`src/rtl/dmem_ctrl_pkg.sv`:
```
// Shared definitions for the data-memory controller: word width, wait-state
// default, FSM state encoding and the address-range check.
package dmem_ctrl_pkg;

  localparam int WORD                = 32;
  localparam int WAIT_STATES_DEFAULT = 0;
  localparam int CNT_W               = 3;

  typedef enum logic [1:0] {
    IDLE = 2'd0,
    ACC1 = 2'd1,
    ACC2 = 2'd2,
    DONE = 2'd3
  } state_e;

  // The last byte of a 4-byte access must lie inside the address space; the
  // sum is formed in 33 bits so addresses near 2^32 cannot wrap into range.
  function automatic logic addr_fault(input logic [31:0] addr, input int unsigned mem_bytes);
    return (({1'b0, addr} + 33'd3) >= 33'(mem_bytes));
  endfunction

endpackage

```
`src/rtl/mem_align.sv`:
```
// Byte-lane steering between a byte-addressed CPU port and a word RAM:
// merges two RAM words into one load value and splits a store across two words.
module mem_align
  import dmem_ctrl_pkg::*;
(
  input  logic [1:0]      off_i,
  input  logic [WORD-1:0] wdata_i,
  input  logic [WORD-1:0] word0_i,
  input  logic [WORD-1:0] word1_i,
  output logic [WORD-1:0] rdata_o,
  output logic [3:0]      be0_o,
  output logic [3:0]      be1_o,
  output logic [WORD-1:0] wdata0_o,
  output logic [WORD-1:0] wdata1_o
);

  logic [5:0] shLo;
  logic [5:0] shHi;

  // Lane shifts: the first word takes the low bytes moved up by the offset,
  // the second word takes whatever spilled past the top of the first.
  always_comb begin
    shLo     = {1'b0, off_i, 3'b000};
    shHi     = 6'd32 - shLo;
    rdata_o  = WORD'({word1_i, word0_i} >> shLo);
    be0_o    = 4'b1111 << off_i;
    be1_o    = 4'b1111 >> (3'd4 - {1'b0, off_i});
    wdata0_o = wdata_i << shLo;
    wdata1_o = wdata_i >> shHi;
  end

endmodule

```
`src/rtl/dmem_ctrl.sv`:
```
// Data-memory controller: turns byte-addressed CPU loads/stores of any
// alignment into one or two word accesses on a simple RAM port.
module dmem_ctrl
  import dmem_ctrl_pkg::*;
#(
  parameter int WAIT_STATES = WAIT_STATES_DEFAULT,
  parameter int MEM_BYTES   = 4096
) (
  input  logic            clk,
  input  logic            rst,
  input  logic            req_read,
  input  logic            req_write,
  input  logic [31:0]     req_addr,
  input  logic [WORD-1:0] req_wdata,
  output logic [WORD-1:0] req_rdata,
  output logic            req_busy,
  output logic            req_done,
  output logic            req_err,
  output logic            ram_en,
  output logic            ram_we,
  output logic [29:0]     ram_addr,
  output logic [3:0]      ram_be,
  output logic [WORD-1:0] ram_wdata,
  input  logic [WORD-1:0] ram_rdata
);

  state_e          state_q;
  logic [CNT_W-1:0] cnt_q;
  logic [31:0]     addr_q;
  logic [WORD-1:0] wdata_q;
  logic            rd_q;
  logic            wr_q;
  logic [WORD-1:0] word0_q;
  logic [WORD-1:0] rdata_q;
  logic            done_q;
  logic            err_q;
  logic            en_q;

  logic [WORD-1:0] rdata_d;
  logic [WORD-1:0] alignWord0;
  logic [3:0]      be0;
  logic [3:0]      be1;
  logic [WORD-1:0] wdata0;
  logic [WORD-1:0] wdata1;
  logic            reqBad;
  logic            misaligned;
  logic            lastCycle;

  // Request qualification and per-state timing helpers.
  always_comb begin
    reqBad     = (req_read & req_write) | addr_fault(req_addr, MEM_BYTES);
    misaligned = (addr_q[1:0] != 2'b00);
    lastCycle  = (cnt_q == CNT_W'(WAIT_STATES));
    alignWord0 = misaligned ? word0_q : ram_rdata;
  end

  mem_align u_align (
    .off_i    (addr_q[1:0]),
    .wdata_i  (wdata_q),
    .word0_i  (alignWord0),
    .word1_i  (ram_rdata),
    .rdata_o  (rdata_d),
    .be0_o    (be0),
    .be1_o    (be1),
    .wdata0_o (wdata0),
    .wdata1_o (wdata1)
  );

  // Access FSM: latch the request, run one or two strobed word accesses,
  // then pulse done for a cycle before accepting anything new.
  always_ff @(posedge clk or negedge rst) begin
    if (!rst) begin
      state_q <= IDLE;
      cnt_q   <= '0;
      addr_q  <= '0;
      wdata_q <= '0;
      rd_q    <= 1'b0;
      wr_q    <= 1'b0;
      word0_q <= '0;
      rdata_q <= '0;
      done_q  <= 1'b0;
      err_q   <= 1'b0;
      en_q    <= 1'b0;
    end else begin
      case (state_q)
        IDLE: begin
          if (req_read || req_write) begin
            rd_q    <= req_read;
            wr_q    <= req_write;
            addr_q  <= req_addr;
            wdata_q <= req_wdata;
            cnt_q   <= '0;
            if (reqBad) begin
              state_q <= DONE;
              done_q  <= 1'b1;
              err_q   <= 1'b1;
            end else begin
              state_q <= ACC1;
              en_q    <= 1'b1;
            end
          end
        end
        ACC1: begin
          if (lastCycle) begin
            cnt_q <= '0;
            if (misaligned) begin
              state_q <= ACC2;
            end else begin
              state_q <= DONE;
              en_q    <= 1'b0;
              done_q  <= 1'b1;
            end
          end else begin
            cnt_q <= cnt_q + 1'b1;
          end
        end
        ACC2: begin
          if (cnt_q == '0) begin
            word0_q <= ram_rdata;
          end
          if (lastCycle) begin
            cnt_q   <= '0;
            state_q <= DONE;
            en_q    <= 1'b0;
            done_q  <= 1'b1;
          end else begin
            cnt_q <= cnt_q + 1'b1;
          end
        end
        DONE: begin
          if (rd_q && !err_q) begin
            rdata_q <= rdata_d;
          end
          done_q  <= 1'b0;
          err_q   <= 1'b0;
          state_q <= IDLE;
        end
        default: begin
          state_q <= IDLE;
          en_q    <= 1'b0;
          done_q  <= 1'b0;
          err_q   <= 1'b0;
        end
      endcase
    end
  end

  // RAM port and CPU-side outputs; load data is shown live in the done cycle
  // and held from the register afterwards.
  always_comb begin
    req_done  = done_q;
    req_err   = err_q;
    ram_en    = en_q;
    ram_we    = en_q & wr_q;
    req_busy  = ((state_q == IDLE) && (req_read || req_write)) ||
                (state_q == ACC1) || (state_q == ACC2);
    ram_addr  = (state_q == ACC2) ? (addr_q[31:2] + 30'd1) : addr_q[31:2];
    ram_wdata = (state_q == ACC2) ? wdata1 : wdata0;
    if (wr_q) begin
      ram_be = (state_q == ACC2) ? be1 : be0;
    end else begin
      ram_be = 4'b1111;
    end
    req_rdata = (done_q && rd_q && !err_q) ? rdata_d : rdata_q;
  end

endmodule

```
`config.mk`:
```
export PLATFORM = sky130hd
export DESIGN_NAME = dmem_ctrl
export DESIGN_NICKNAME = d
export VERILOG_FILES = /design/src/rtl/dmem_ctrl_pkg.sv /design/src/rtl/mem_align.sv /design/src/rtl/dmem_ctrl.sv
export SDC_FILE = /design/constraint.sdc
export NUM_CORES = 1
export LEC_CHECK = 0
export CORE_ASPECT_RATIO = 0.7
export CORE_UTILIZATION = 35
export DETAILED_ROUTE_END_ITERATION = 7
export PLACE_DENSITY = 0.63
export SLEW_MARGIN = 40
export SYNTH_ARGS = -nofsm -noshare
export SYNTH_HDL_FRONTEND = slang
export SYNTH_HIERARCHICAL = 1
export SYNTH_SLANG_ARGS = --single-unit
```
`constraint.sdc`:
```
create_clock -name clk -period 4.4 [get_ports clk]
set_clock_uncertainty 0.15 [all_clocks]
set_input_delay 1.1 -clock clk [delete_from_list [all_inputs] [get_ports clk]]
set_output_delay 1.1 -clock clk [all_outputs]
set_load 0.01 [all_outputs]
```
Word level (Yosys, flattened, before mapping) --
Cells that the tools add are included.
Word-level totals: logic and storage cells 85, register bits after elaboration 138, output and inout bits 103, input port bits 100
Cells by class: shifts and indexed selects 5, bitwise logic cells 3, magnitude comparators 1, reductions and logical operators 23, multiplexer cells 28, equality and inequality tests 9, add/sub/neg operators 5
Operators with widths (number):
- 2-to-1 mux 32 bit | 3
- right shift 64 x 5 -> 32 bit | 1
- adder 32 x 2 -> 33 bit (second input constant) | 1
- greater-or-equal comparator 33 x 13 -> 1 bit (second input constant) | 1
- << shifter 32 x 5 -> 32 bit | 1
- right shift 32 x 6 -> 32 bit | 1
- adder 30 x 1 -> 30 bit (second input constant) | 1
- 2-to-1 mux 30 bit | 1
- != test 2 bit (second input constant) | 6
- 2-to-1 mux 1 bit | 11
- 2-to-1 mux 2 bit | 4
- 2-to-1 mux 4 bit | 2
- case mux 2 bit (4 select lines) | 1
- AND reduction 2 bit | 4
- 2-to-1 mux 3 bit | 2
- case mux 3 bit (2 select lines) | 1
- AND reduction 3 bit | 2
- AND reduction 6 bit | 1
- nonzero test 2 bit | 3
- subtractor 6 x 5 -> 6 bit (first input constant) | 1
- AND reduction 5 bit | 1
- equality test 2 bit (second input constant) | 2
- logical AND 1 bit | 4
- case mux 1 bit (4 select lines) | 1
- other kinds (15) | 18

Longest topological paths before layout --
Gate-level depths: netlist of run 1.
depth in word-level cells 6, mapped depth 11, mapped depth without buffers 9

By module --
Netlist of run 1, hierarchy kept.
Modules (own cells, without submodules):
- dmem_ctrl | area each 7542.2 µm², instances 1, seq. area each 3453.3 µm², cells each 612
- mem_align | area each 1946.9 µm², instances 1, seq. area each 0.0 µm², cells each 215

Worst setup path after synthesis of run 1 --
OpenSTA, ideal clock, no wires.
kind register to output, start register addr_q[1], end output ram_wdata[12], path buffers 5, path slack 0.879 ns, cell stages (with the launch flop) 11, data arrival time 2.271 ns, data required time 3.150 ns, path through dfrtp_1 > buf_2 > buf_4 > buf_2 > inv_1 > ha_1 > or2_1 > clkbuf_1 > buf_6 > o32ai_1 > mux2_2
On the way: longest elaborated chain between the ends 3, elaborated cells between the ends (all ways) 4, classes of those cells add/sub: 1; shift: 2; mux: 1
Ends and longest elaborated chain:
- start: declaration | RTL line dmem_ctrl.sv:29 | logic [31:0] addr_q;
- start signal: assignment | RTL line dmem_ctrl.sv:90 | addr_q <= req_addr;
- subtractor 6 x 5 -> 6 bit | RTL line mem_align.sv:24 | shHi = 6'd32 - shLo;
- right shift 32 x 6 -> 32 bit | RTL line mem_align.sv:29 | wdata1_o = wdata_i >> shHi;
- via wdata1[12] | RTL line dmem_ctrl.sv:44 | logic [WORD-1:0] wdata1;
- 2-to-1 mux 32 bit | RTL line dmem_ctrl.sv:158 | ram_wdata = (state_q == ACC2) ? wdata1 : wdata0;
- end: declaration | RTL line dmem_ctrl.sv:23 | output logic [WORD-1:0] ram_wdata,
The timed path passes the listed nets, and every way through them passes these cells.

Final worst setup path of run 1 --
start input ram_rdata[22], end output req_rdata[6]
On the way: longest elaborated chain between the ends 3
Ends and longest elaborated chain:
- start: declaration | RTL line dmem_ctrl.sv:24 | input logic [WORD-1:0] ram_rdata
- 2-to-1 mux 32 bit | RTL line dmem_ctrl.sv:54 | alignWord0 = misaligned ? word0_q : ram_rdata;
- via alignWord0[22] | RTL line dmem_ctrl.sv:40 | logic [WORD-1:0] alignWord0;
- right shift 64 x 5 -> 32 bit | RTL line mem_align.sv:25 | rdata_o = WORD'({word1_i, word0_i} >> shLo);
- via rdata_d[6] | RTL line dmem_ctrl.sv:39 | logic [WORD-1:0] rdata_d;
- 2-to-1 mux 32 bit | RTL line dmem_ctrl.sv:164 | req_rdata = (done_q && rd_q && !err_q) ? rdata_d : rdata_q;
- end: declaration | RTL line dmem_ctrl.sv:15 | output logic [WORD-1:0] req_rdata,
The timed path passes the listed nets, and every way through them passes these cells.

==> qor.yml, run 1 <==
antenna_found_initial: 1
chipWidth_um: 199
via_per_inst: 5.22
grt_max_degree: 78
drt_wl_total_um: 25800
slew-limit-headroom_pct: 53.6
nNetsFinal: 1139
layout.cells.most_common: "mux2_2"
core_area_um2: 26700
die_h_um: 140
fmax_mhz: 229
cts.sinks: 138
cp-start-kind: "input port"
mostFrequentLayoutCells: "225 x mux2_2, 183 x clkdlybuf4s50_1, 136 x dfrtp_1"
ys_seq_area_share_pct: 36.4
syn_inst: 827
crit_fanout: 3
critical_path_required_ns: 3.15
grt_overflow_total: 0
switching_share_pct: 38.2
hold_path_class: "flip-flop to flip-flop"
cts_inserted_buffers: 17
path_clk_slew_ns: 0.07
cts_buffer_depth: 2
synthFlopType: "dfrtp_1"
cts_max_level: 4
leakagePower_uw: 0.00524
layout-drive-gt1-share_pct: 33.0
netSwitchingPower_uw: 4090
finalPower_uw: 10700
ys_types: 56
combPwrFrac_pct: 63.1
drv_slew: 0
maxCapViolCount: 0
ys_warn_count: 6
fin_crit_ns: 4.37
io_pins: 203
path_class: "input port to primary output"
seqPwrFrac_pct: 23.0
firstDrtPassIters: 4
async_flop_share_pct: 100
dieArea_um2: 27800
p_int_uw: 6620
finalWorstSetupSlack_ns: 0.0332
critPathArrivalTime_ns: 3.12
place_area_um2: 11900
avgRoutedWirePerCell_um: 18.4
first_iter_violations: 276
hold_buffers: 0
synth-edff-count: 0
fin_crit_sh_pct: 99.2
fin_setup_tns_ns: 0
num_rows: 50
area.sequential_um2: 3460
rsz0062_at_grt: "no"
start_util_pct: 35.5
syn-mean-instance-area_um2: 11.5
ant_nets: 0
grt_pass1_vias: 7283
post-route-drc-count: 0
yosys_register_bits: 138
diodes: 0
instances_no_fill: 1402
fin_area_um2: 12600
worstMarginPinSlew_ns: 0.695
dpl.hpwl_um: 17900
dp.cells: 1366
p_clk_share_pct: 13.9
cts-root-buf: "clkbuf_16"
grt_use_total_pct: 18.9
fill_cells: 2475
via_count: 7315
clk_latency_ns: 0.42
vdd_ir_drop_max_uv: 495
finalSetupViolations: 0
cts_tree: "yes"
dp_slack_ns: -0.0101
synth_area_um2: 9490
report.final.hold_viol_count: 0
port_buffers: 202
power_density_nw_per_um2: 848
grt_pass1_wl_um: 40900
status: "completed"
endpoint_kind: "primary output"
syn-num-nets: 941
finalWeightedCongestion: 0.776
multiInputGateArea_um2: 5720
area_growth_pct: 33.2
-- final timing paths --
path / startpoint / to / slack (ns) / depth (start not counted)
setup / recovery: ram_rdata[22] / req_rdata[6] / 0.03 / 5
hold / removal: rd_q / rd_q / 0.32 / 2
setup reg to reg: state_q[0] / ram_en / 1.49 / 9
hold reg to reg: rd_q / rd_q / 0.32 / 2
max in group asynchronous: rst / addr_q[23] / 2.80 / 2
min in group asynchronous: rst / wdata_q[4] / 0.56 / 1
-- per-layer routing --
| metal | routed length, um | track usage (%) |
|---|---|---|
| met4 | 187 | 3.97 |
| met5 | 0 | 0 |
| met3 | 1350 | 4.80 |
| met1 | 13300 | 28.3 |
| met2 | 11000 | 27.1 |
-- kinds of logic after synthesis --
family                   Yosys count  share of synthesized area (%)
multiplexers                     291                           37.9
AND/OR/NAND/NOR                  195                           10.7
flip-flops                       138                           36.4
AO/OA/AOI/OAI                     84                           6.24
buffers and inverters             70                           3.80
XOR/XNOR                          33                           3.05
adder cells (fa/ha/maj)           14                           1.85
other                              2                         0.0791
-- through the flow --
step | utilization (%) | hold WS (ns)
after global placement | 44.6 | 0.303
after CTS | 47.1 | 0.323
after detailed placement | 44.7 | 0.307
final | 47.3 | 0.320
after global routing | 47.3 | 0.368
after floorplan | - | 0.288
-- critical path, stage by stage --
cell             delay [ns]
clkdlybuf4s50_1        0.45
mux2_2                 0.31
mux4_2                 0.49
mux2_2                 0.28
clkdlybuf4s50_1        0.48
-- final cells by class --
| type | instances | share of cell area (%) |
|---|---|---|
| clock buffers | 17 | 3.37 |
| repair buffers | 233 | 18.6 |
| inverters | 16 | 0.475 |
| multi-input cells | 619 | 45.2 |
| clock inverters | 15 | 1.39 |
| flip-flops and latches | 138 | 27.4 |
| well taps | 364 | 3.60 |
-- power groups by stage --
| stage | combinational (uW) | clock (uW) | sequential (uW) |
|---|---|---|---|
| 6_report | 6760 | 1490 | 2470 |
| 3_3_place_gp | 6690 | 0 | 2440 |
| 4_1_cts | 6850 | 1540 | 2450 |
| 5_1_grt | 7290 | 1600 | 2560 |
| 3_5_place_dp | 6740 | 0 | 2470 |
| 2_1_floorplan | 4400 | 0 | 2310 |
-- Yosys cell counts, types with 8 or more instances --
library cell    n  share of area [%]
a21boi_0        8               0.63
a21oi_1        16               0.84
and2_1         14               0.92
and3_1          9               0.59
buf_1          12               0.47
buf_2           9               0.47
buf_6           8               0.95
clkbuf_1       18               0.71
dfrtp_1       138                 36
ha_1           14                1.8
inv_1          15               0.59
mux2_2        225                 27
mux2i_1        32                3.4
mux4_2         32                7.6
nand2_1        56                2.2
nand3_1        19                1.0
nand4_1        17                1.1
nor2_1         37                1.5
nor3_1          8               0.42
o22ai_1        17                1.1
xnor2_1        21                1.9
xor2_1         12                1.1
-- state kept, by name (all words and copies together), names as in the netlist --
name	cells
req_done	1
ram_en	1
req_err	1
state_q	2
wdata_q	32
word0_q	32
rdata_q	32
addr_q	32
cnt_q	3
wr_q	1
rd_q	1
-- repair_timing --
action	in CTS	in global routing
cloned	1	0
buffers inserted	2	1
setup endpoints to repair	7	50
gates resized for setup	4	22
pin swaps	2	2
Note: power is estimated with default switching activity, not from simulation.
==> run 2: changes to the inputs <==
- CORE_UTILIZATION: 35 -> 45
- GPL_ROUTABILITY_DRIVEN: unset -> 0
- PLACE_DENSITY: 0.63 -> 0.76
- clock period: 4.4 -> 5.2 ns (I/O delays scaled with it)
==> run 2 against run 1 <==
Effect of this change: die area decreased by 22%; sequential cell count unchanged; setup slack improved by 0.23 ns; sequential power decreased by 13%; largest cell class unchanged; first-iteration DRC count increased by 44%.
==> qor.yml, run 2 (same netlist as run 1, synthesis figures left out) <==
path_cells: "inv_2 -> ha_1 -> or2_2 -> nor2_1 -> and2_1 -> mux2_2 -> clkdlybuf4s50_1"
r2r-end: "ram_en"
status: "completed"
dpl.hpwl_um: 16700
via_per_inst: 5.68
diodes: 0
grt_overflow_total: 0
ant_nets: 0
timing.rr.start: "state_q[0]"
maxCapViolCount: 0
cp-start-kind: "flip-flop"
cts_inserted_buffers: 17
path_class: "flip-flop to primary output"
slew-limit-headroom_pct: 56.1
nNetsFinal: 1119
via_count: 7345
cts.sinks: 138
avgRoutedWirePerCell_um: 18.7
report.final.hold_viol_count: 0
post-route-drc-count: 0
hold_path_class: "flip-flop to flip-flop"
fin_crit_sh_pct: 95.0
mostFrequentLayoutCells: "225 x mux2_2, 201 x clkdlybuf4s50_1, 136 x dfrtp_1"
fin_setup_tns_ns: 0
fmax_mhz: 202
first_iter_violations: 397
grt_use_total_pct: 22.7
ff2ff_setup_slack_ns: 2.29
p_clk_share_pct: 13.2
start_util_pct: 45.8
drt_wl_total_um: 24100
holdWs_ns: 0.321
crit_fanout: 28
cts_buffer_depth: 2
grt_pass1_vias: 7209
critPathArrivalTime_ns: 3.49
min_from: "rd_q"
rsz0062_at_grt: "no"
die_h_um: 123
leakagePower_uw: 0.00497
worstMarginPinSlew_ns: 0.659
hold_path_depth: 2
layout-drive-gt1-share_pct: 31.1
vdd_ir_drop_max_uv: 434
grt_pass1_wl_um: 38400
chipWidth_um: 176
core_area_um2: 20700
cts_tree: "yes"
cts_max_level: 4
post_cts_buffers: 0
endpoint_kind: "primary output"
dieArea_um2: 21700
port_buffers: 202
grt_max_degree: 73
io_pins: 203
hold_path_end: "rd_q"
netSwitchingPower_uw: 3400
critical_path_required_ns: 3.75
switching_share_pct: 38.1
antenna_found_initial: 0
slowest_stage: "dfrtp_4"
cp-startpoint: "addr_q[0]"
combPwrFrac_pct: 62.8
cts-root-buf: "clkbuf_16"
num_rows: 44
firstDrtPassIters: 5
p_int_uw: 5530
area_growth_pct: 29.2
seqPwrFrac_pct: 23.9
layout.cells.most_common: "mux2_2"
path_clk_slew_ns: 0.06
drv_slew: 0
cpPeakStageDelay_ns: 0.78
clk_latency_ns: 0.42
power_density_nw_per_um2: 729
fin_crit_ns: 4.94
reg2regPathDepth: 9
finalSetupViolations: 0
==> run 2: worst max-delay path by stage <==
stage / endpoint / depth (start not counted)
finish: ram_wdata[26] / 7
global route: ram_wdata[26] / 7
CTS: ram_wdata[26] / 7
detailed placement: req_rdata[4] / 5
global placement: req_rdata[0] / 5
floorplan: req_busy / 4
==> run 2: final cells by class <==
cell class / instances / area, um2
Multi-Input combinational cell: 619 / 5700
Timing Repair Buffer: 213 / 2130
Fill cell: 1702 / 8440
Inverter: 16 / 60.1
Clock buffer: 22 / 484
Clock inverter: 8 / 86.3
Sequential cell: 138 / 3460
Tap cell: 276 / 345
==> run 2: through the flow <==
| step | area, um2 | power, uW | utilization (%) | instances | setup slack (ns) |
|---|---|---|---|---|---|
| 3_5_place_dp | 11700 | 7720 | 56.4 | 1262 | 0.396 |
| 3_3_place_gp | 11700 | 7620 | 56.4 | 1262 | 0.382 |
| 2_1_floorplan | 9490 | 5680 | - | 827 | 1.38 |
| 5_1_grt | 12300 | 9510 | 59.2 | 1292 | 0.000179 |
| 6_report | 12300 | 8930 | 59.2 | 1292 | 0.261 |
| 4_1_cts | 12300 | 8970 | 59.2 | 1292 | 0.0794 |
==> run 2: metal layers <==
layer | up-vias | share of wire (%) | GRT usage (%)
li1 | 3426 | - | -
met1 | 3679 | 49 | 32.5
met2 | 224 | 44 | 34.4
met3 | 16 | 6.4 | 5.63
met4 | 0 | 0.81 | 5.33
met5 | - | 0 | 0
==> run 2: power groups by stage <==
stage               Clock [uW]  Sequential, uW  Combinational (uW)
floorplan                    0            1950                3730
global placement             0            2110                5500
detailed placement           0            2140                5580
CTS                       1210            2130                5630
global route              1260            2220                6030
finish                    1180            2140                5610
==> run 2: repair_timing <==
item                       CTS  global route
gates resized for setup      0             2
hold buffers                 0             0
setup endpoints to repair    0            14
==> run 2: worst max-delay path: cells and delay by family, from the launching register on <==
family                     cells  cell delay [ns]
buffers and inverters          2             0.88
DFF                            1             0.78
adders and majority gates      1             0.48
and+or+nand+nor                3             0.77
muxes                          1             0.14
==> RTL change 1 (settings of run 1) <==
Encoding of `state_e`: now one-hot (4 bits for 4 states).
--- a/src/rtl/dmem_ctrl_pkg.sv
+++ b/src/rtl/dmem_ctrl_pkg.sv
@@ -8,7 +8,7 @@
 
-  typedef enum logic [1:0] {
-    IDLE = 2'd0,
-    ACC1 = 2'd1,
-    ACC2 = 2'd2,
-    DONE = 2'd3
+  typedef enum logic [3:0] {
+    IDLE = 4'b0001,
+    ACC1 = 4'b0010,
+    ACC2 = 4'b0100,
+    DONE = 4'b1000
   } state_e;
Formal check against the unedited RTL: no difference found for any inputs over 4 cycles, from zero or initial values and one cycle with rst low; so few cycles prove little.
==> RTL change 1 against run 1 <==
Count of clock-buffer cells in the layout is 5 higher. Sequential cell count grew 2. Synthesized area is 0.17% lower. Sequential power down 2%. Worst setup slack improved by 4.8 ps. Routed wire length increased by 3.8%. Power fell by 12%. Cell area decreased by 0.46%. Utilization is 0.86 points higher. Register-to-register slack gained 110 ps. Largest cell class unchanged.
==> RTL change 1: results (changes against run 1) <==
The flow ran to the end, and the final reports show no timing, DRC or antenna violations. The total wire length is 26.8 mm (+3.8%). The worst register-to-register path begins at state_q[3]$_DFFE_PN0P_. The pin count of the biggest net entering global routing came to 86 (+10%). The number of global-route vias before repair came to 7520 (+3.3%). The logic depth of the worst register-to-register path is 5 (-4).

After clock tree synthesis, the clock-pin slew on the worst setup and hold paths is 60 ps. The number of warning messages in the yosys log came out at 6 (unchanged). The maximum cell stage delay along the critical path is around 500 ps. The number of library cell types mapped by synthesis is 59 (+5.4%).

The share of cells above drive strength 1 came out at 0.245 (-0.0854). The HPWL after detailed placement is 18.5 mm (+3.7%). The commonest cells after synthesis are 239 x nand2_1, 161 x mux2_2, 139 x dfrtp_1. The number of antenna violations at the first check in global routing was 1 (unchanged). The achievable frequency came out at 229 MHz (+0.11%).

The minimum setup slack among reg-to-reg paths is 1600 ps (+110 ps). The most used flip-flop cell after synthesis is dfrtp_1. The tightest min-delay check is of the flip-flop to flip-flop type.

The net count of the finished layout came out at 1258 (+10%). The count of filler cells inserted in the layout is 2463 (-0.48%). By area the synthesized netlist is led by dfrtp_1 37%, mux2_2 19%, nand2_1 9.5%. The post-synth net total was 1062 (+13%). The placer congestion estimate came out at 0.831 (+7.1%). The depth of the worst hold-timing path came to 2 (unchanged). The largest fanout on the critical path came out at 4 (+1).

The detailed-routing iteration count for the pre-antenna-repair pass came out at 5 (+1). The number of flops mapped to enable cells by yosys was 0 (unchanged). The total routing resource utilization after global routing is 0.194 (+0.00538).

The startpoint identified for the worst hold timing path is rd_q$_DFFE_PN0P_. The placement-stage cell area is 11900 sq um (about the same). The hold-critical path endpoint is rd_q$_DFFE_PN0P_. The worst-case setup slack after placement was -16.0 ps (-5.91 ps). The worst register-to-register path ends at word0_q[31]$_DFFE_PN0P_.

The internal power contribution is 5.65 mW (-15%). The pin slew with the least headroom to its limit came to 742 ps (+46.3 ps). The global-route wire length before repair is 42.1 mm (+3.0%).

The total via count after detailed routing came out at 7951 (+8.7%). The DRC marker count from the first detailed-route iteration came out at 421 (+53%). The share of async-settable or async-resettable flops after synthesis came out at 1.00 (unchanged). The signal arrival time at the worst endpoint was 3110 ps (about the same). The worst vdd rail ir drop was 0.299 mV (-40%). The reported leakage power came out at 5.60 nW (+6.9%). The sequential element share of the synthesized area came to 0.370 (+0.00604).
-- RTL change 1: cell types whose count changed after synthesis, moves of 4 or more --
cell     before  now
nor3_1        8   13
o21ai_0       5   11
buf_1        12    8
and4_1        6    2
nand4_1      17   13
mux2_2      225  161
ha_1         14    8
or2_2         0    4
a31oi_1       0    5
nand2_1      56  239
buf_2         9   14
-- RTL change 1: cell type report --
cell class	count	area [sq um]	share of cell area
antenna	1	2.50	0.000199
clock buffer	22	474	0.0377
clock inverter	10	90.1	0.00716
inverter	17	63.8	0.00507
multi-input combinational	738	5660	0.450
sequential	140	3510	0.279
tap	357	447	0.0355
timing repair buffer	236	2330	0.186
-- RTL change 1: worst max-delay path by stage --
stage | startpoint | endpoint | cells after the start
finish | ram_rdata[26] | req_rdata[2] | 5
global route | state_q[3]$_DFFE_PN0P_ | ram_addr[29] | 9
CTS | ram_rdata[19] | req_rdata[19] | 5
detailed placement | ram_rdata[8] | req_rdata[8] | 5
global placement | ram_rdata[8] | req_rdata[8] | 5
floorplan | addr_q[1]$_DFFE_PN0P_ | ram_wdata[12] | 10
-- RTL change 1: power by group through the flow --
stage	registers (mW)	logic, mW	clock network [mW]
6_report	2.41	5.57	1.40
5_1_grt	2.49	6.03	1.48
4_1_cts	2.39	5.61	1.43
3_5_place_dp	2.41	5.56	0
3_3_place_gp	2.39	5.52	0
2_1_floorplan	2.26	3.62	0
-- RTL change 1: cells by family after synthesis --
logic type | share of synthesized area
AO/OA/AOI/OAI | 0.0664
XOR/XNOR | 0.0305
other | 0.000793
adder cells (fa/ha/maj) | 0.0106
multiplexers | 0.302
AND/OR/NAND/NOR | 0.178
buffers and inverters | 0.0412
flip-flops | 0.370
-- RTL change 1: worst max-delay path, delay by kind of cell --
| family | cells | cell delay (ps) |
|---|---|---|
| multiplexers | 3 | 1110 |
| buffers and inverters | 2 | 900 |
-- RTL change 1: repair_timing --
item                                    in CTS  in global routing
resized for setup                            3                 23
buffers inserted                             1                  1
hold endpoints to repair                     0                  0
endpoints found under the setup margin      14                 37
pin swaps                                    1                  2
-- RTL change 1: stage by stage --
| step | hold slack, ps | cells | setup TNS, ps |
|---|---|---|---|
| 2_1_floorplan | 287 | 954 | 0 |
| 3_3_place_gp | 312 | 1486 | -10.4 |
| 3_5_place_dp | 311 | 1486 | -16.0 |
| 4_1_cts | 325 | 1519 | 0 |
| 5_1_grt | 362 | 1520 | -60.5 |
| 6_report | 322 | 1521 | 0 |
-- RTL change 1: routing by layer --
metal	track usage	vias to the layer above	part of all wire
li1	-	3769	-
met1	0.287	3922	0.50
met2	0.282	235	0.43
met3	0.0441	25	0.061
met4	0.0526	0	0.013
met5	0	-	0
==> RTL change 2 (flow settings as in run 1) <==
Without the edit above. Change the package constant `CNT_W` from 3 to 6.
--- a/src/rtl/dmem_ctrl_pkg.sv
+++ b/src/rtl/dmem_ctrl_pkg.sv
@@ -6,3 +6,3 @@
   localparam int WAIT_STATES_DEFAULT = 0;
-  localparam int CNT_W               = 3;
+  localparam int CNT_W               = 6;
 
Behaviour: no difference found for any inputs over 4 cycles, from zero or initial values and one cycle with rst low; that may be too few to reach the edited logic, so the function may still have changed.
==> RTL change 2 against run 1 <==
Synthesized area shrank 0.66%. Sequential power is 2% higher. First-iteration DRC count up 26%. Combinational power decreased by 2%. Power grew 0.43%. Clock power increased by 7%. Worst setup slack gained 2.6 ps. Routed wire length fell by 2.2%. Cell area decreased by 0.43%. Die area is 0.65% lower. Sequential cell count rose by 3. Register-to-register slack improved by 510 ps. Critical path type unchanged. Largest cell class unchanged.
==> RTL change 2: results (changes against run 1) <==
The sequential element share of the synthesized area is 0.374 (+0.0104). Ranked by instance count, the synthesized netlist is headed by 227 x mux2_2, 141 x dfrtp_1, 58 x nand2_1. The total instance count after detailed placement is 1348 (-1.3%). The internal power contribution was 6.66 mW (+0.66%). The fraction of power consumed by sequential logic is 0.235 (+0.005). The number of antenna violations at the first check in global routing is 0 (-1). The DRC marker count from the first detailed-route iteration is 349 (+26%).

The reported leakage power came out at 5.15 nW (-1.8%). The pin count of the biggest net entering global routing came out at 76 (-2.6%). The placement-stage cell area came out at 11900 sq um (-0.43%). The clock network power consumption is 1.59 mW (+7%). The number of setup buffers added after CTS came out at 0 (-2). The global-route wire length before repair came out at 40.2 mm (-1.7%). By area the synthesized netlist is led by dfrtp_1 37%, mux2_2 27%, mux4_2 7.6%.

The worst vdd rail ir drop came out at 0.568 mV (+15%). The worst hold slack is 330 ps (+10.4 ps). In this run the most critical hold path is launched from rd_q$_DFFE_PN0P_.

The total via count after detailed routing came to 7254 (-0.83%). The net count of the finished layout is 1125 (-1.2%). The minimum setup slack among reg-to-reg paths came out at 2000 ps (+510 ps).

The placer congestion estimate is 0.800 (+3.0%). Tracing the worst setup path back leads to its startpoint at ram_rdata[18]. Following the worst setup path forward leads to its endpoint at req_rdata[2]. The count of filler cells inserted in the layout came to 2378 (-3.9%). The signal arrival time at the worst endpoint is 3110 ps (about the same). The flow ran to the end, and the final reports show no timing, DRC or antenna violations. The logic depth of the worst register-to-register path is 7 (-2). The via density per instance came out at 5.25 (+0.67%).

The number of library cell types mapped by synthesis came out at 55 (-1.8%). The share of cells above drive strength 1 was 0.328 (-0.00232). The average detailed-routed wire length per instance was 18.3 um (-0.74%). The total routing resource utilization after global routing was 0.187 (-0.00202). The hold-critical path endpoint is rd_q$_DFFE_PN0P_. The HPWL after detailed placement came to 17.7 mm (-0.90%).

The relative slew slack is 0.525 (-0.0119). The maximum count of clock buffers along a single path is 2 (unchanged). The TritonCTS buffer count came to 17 (unchanged). The detailed-routing iteration count for the pre-antenna-repair pass came out at 5 (+1).

The synthesized instance count came out at 814 (-1.6%). The number of global-route vias before repair came out at 7190 (-1.3%). The clock network fraction of total power was 0.148 (+0.009). In this run the critical register-to-register path is captured at state_q[0]$_DFFE_PN0P_. The footprint of the flip-flops and latches came to 3540 sq um (+2.2%).

The post-synth net total is 928 (-1.4%).
[RTL change 2: cell count changes after synthesis, sizes merged, moves of 3 or more]
cell	run 1	this run
nor3	8	17
and3	10	2
nand3	19	14
xor2	12	7
clkbuf	18	14
nor2	37	33
and4	7	4
dfrtp	138	141
inv	16	19
or4	3	6
[RTL change 2: cells by family after synthesis]
family	count (synthesis)	synth area share
AOI/OAI and AO/OA	84	0.0634
xor gates and xnor gates	29	0.0269
adders and majority gates	14	0.0186
buffers and inverters	71	0.0386
DFF	141	0.374
muxes	291	0.382
other	2	0.000797
and+or+nand+nor	182	0.0957
[RTL change 2: final cells by class]
type | count | share of cell area
Timing Repair Buffer | 230 | 0.185
Sequential cell | 141 | 0.281
Clock buffer | 19 | 0.0360
Inverter | 19 | 0.00567
Multi-Input combinational cell | 602 | 0.442
Clock inverter | 13 | 0.0149
Tap cell | 357 | 0.0355
[RTL change 2: critical path, cell delays in order]
cell and delay [ps]:
clkdlybuf4s50_1 450, mux2_2 310, mux4_2 490, mux2_2 280, clkdlybuf4s50_1 480
[RTL change 2: repair_timing]
action,CTS,global route
gates resized for setup,3,16
endpoints found under the hold margin,0,0
setup endpoints to repair,17,30
[RTL change 2: layer usage]
metal,global-route usage,share of wire
met1,0.279,0.49
met2,0.268,0.43
met3,0.0499,0.063
met4,0.0379,0.0087
met5,0,0
[RTL change 2: through the flow]
step                setup TNS (ps)  setup slack [ps]
floorplan                        0               879
global placement                 0              23.3
detailed placement           -8.25             -8.25
CTS                              0              1.44
global route                 -7.22             -7.22
finish                           0              35.8
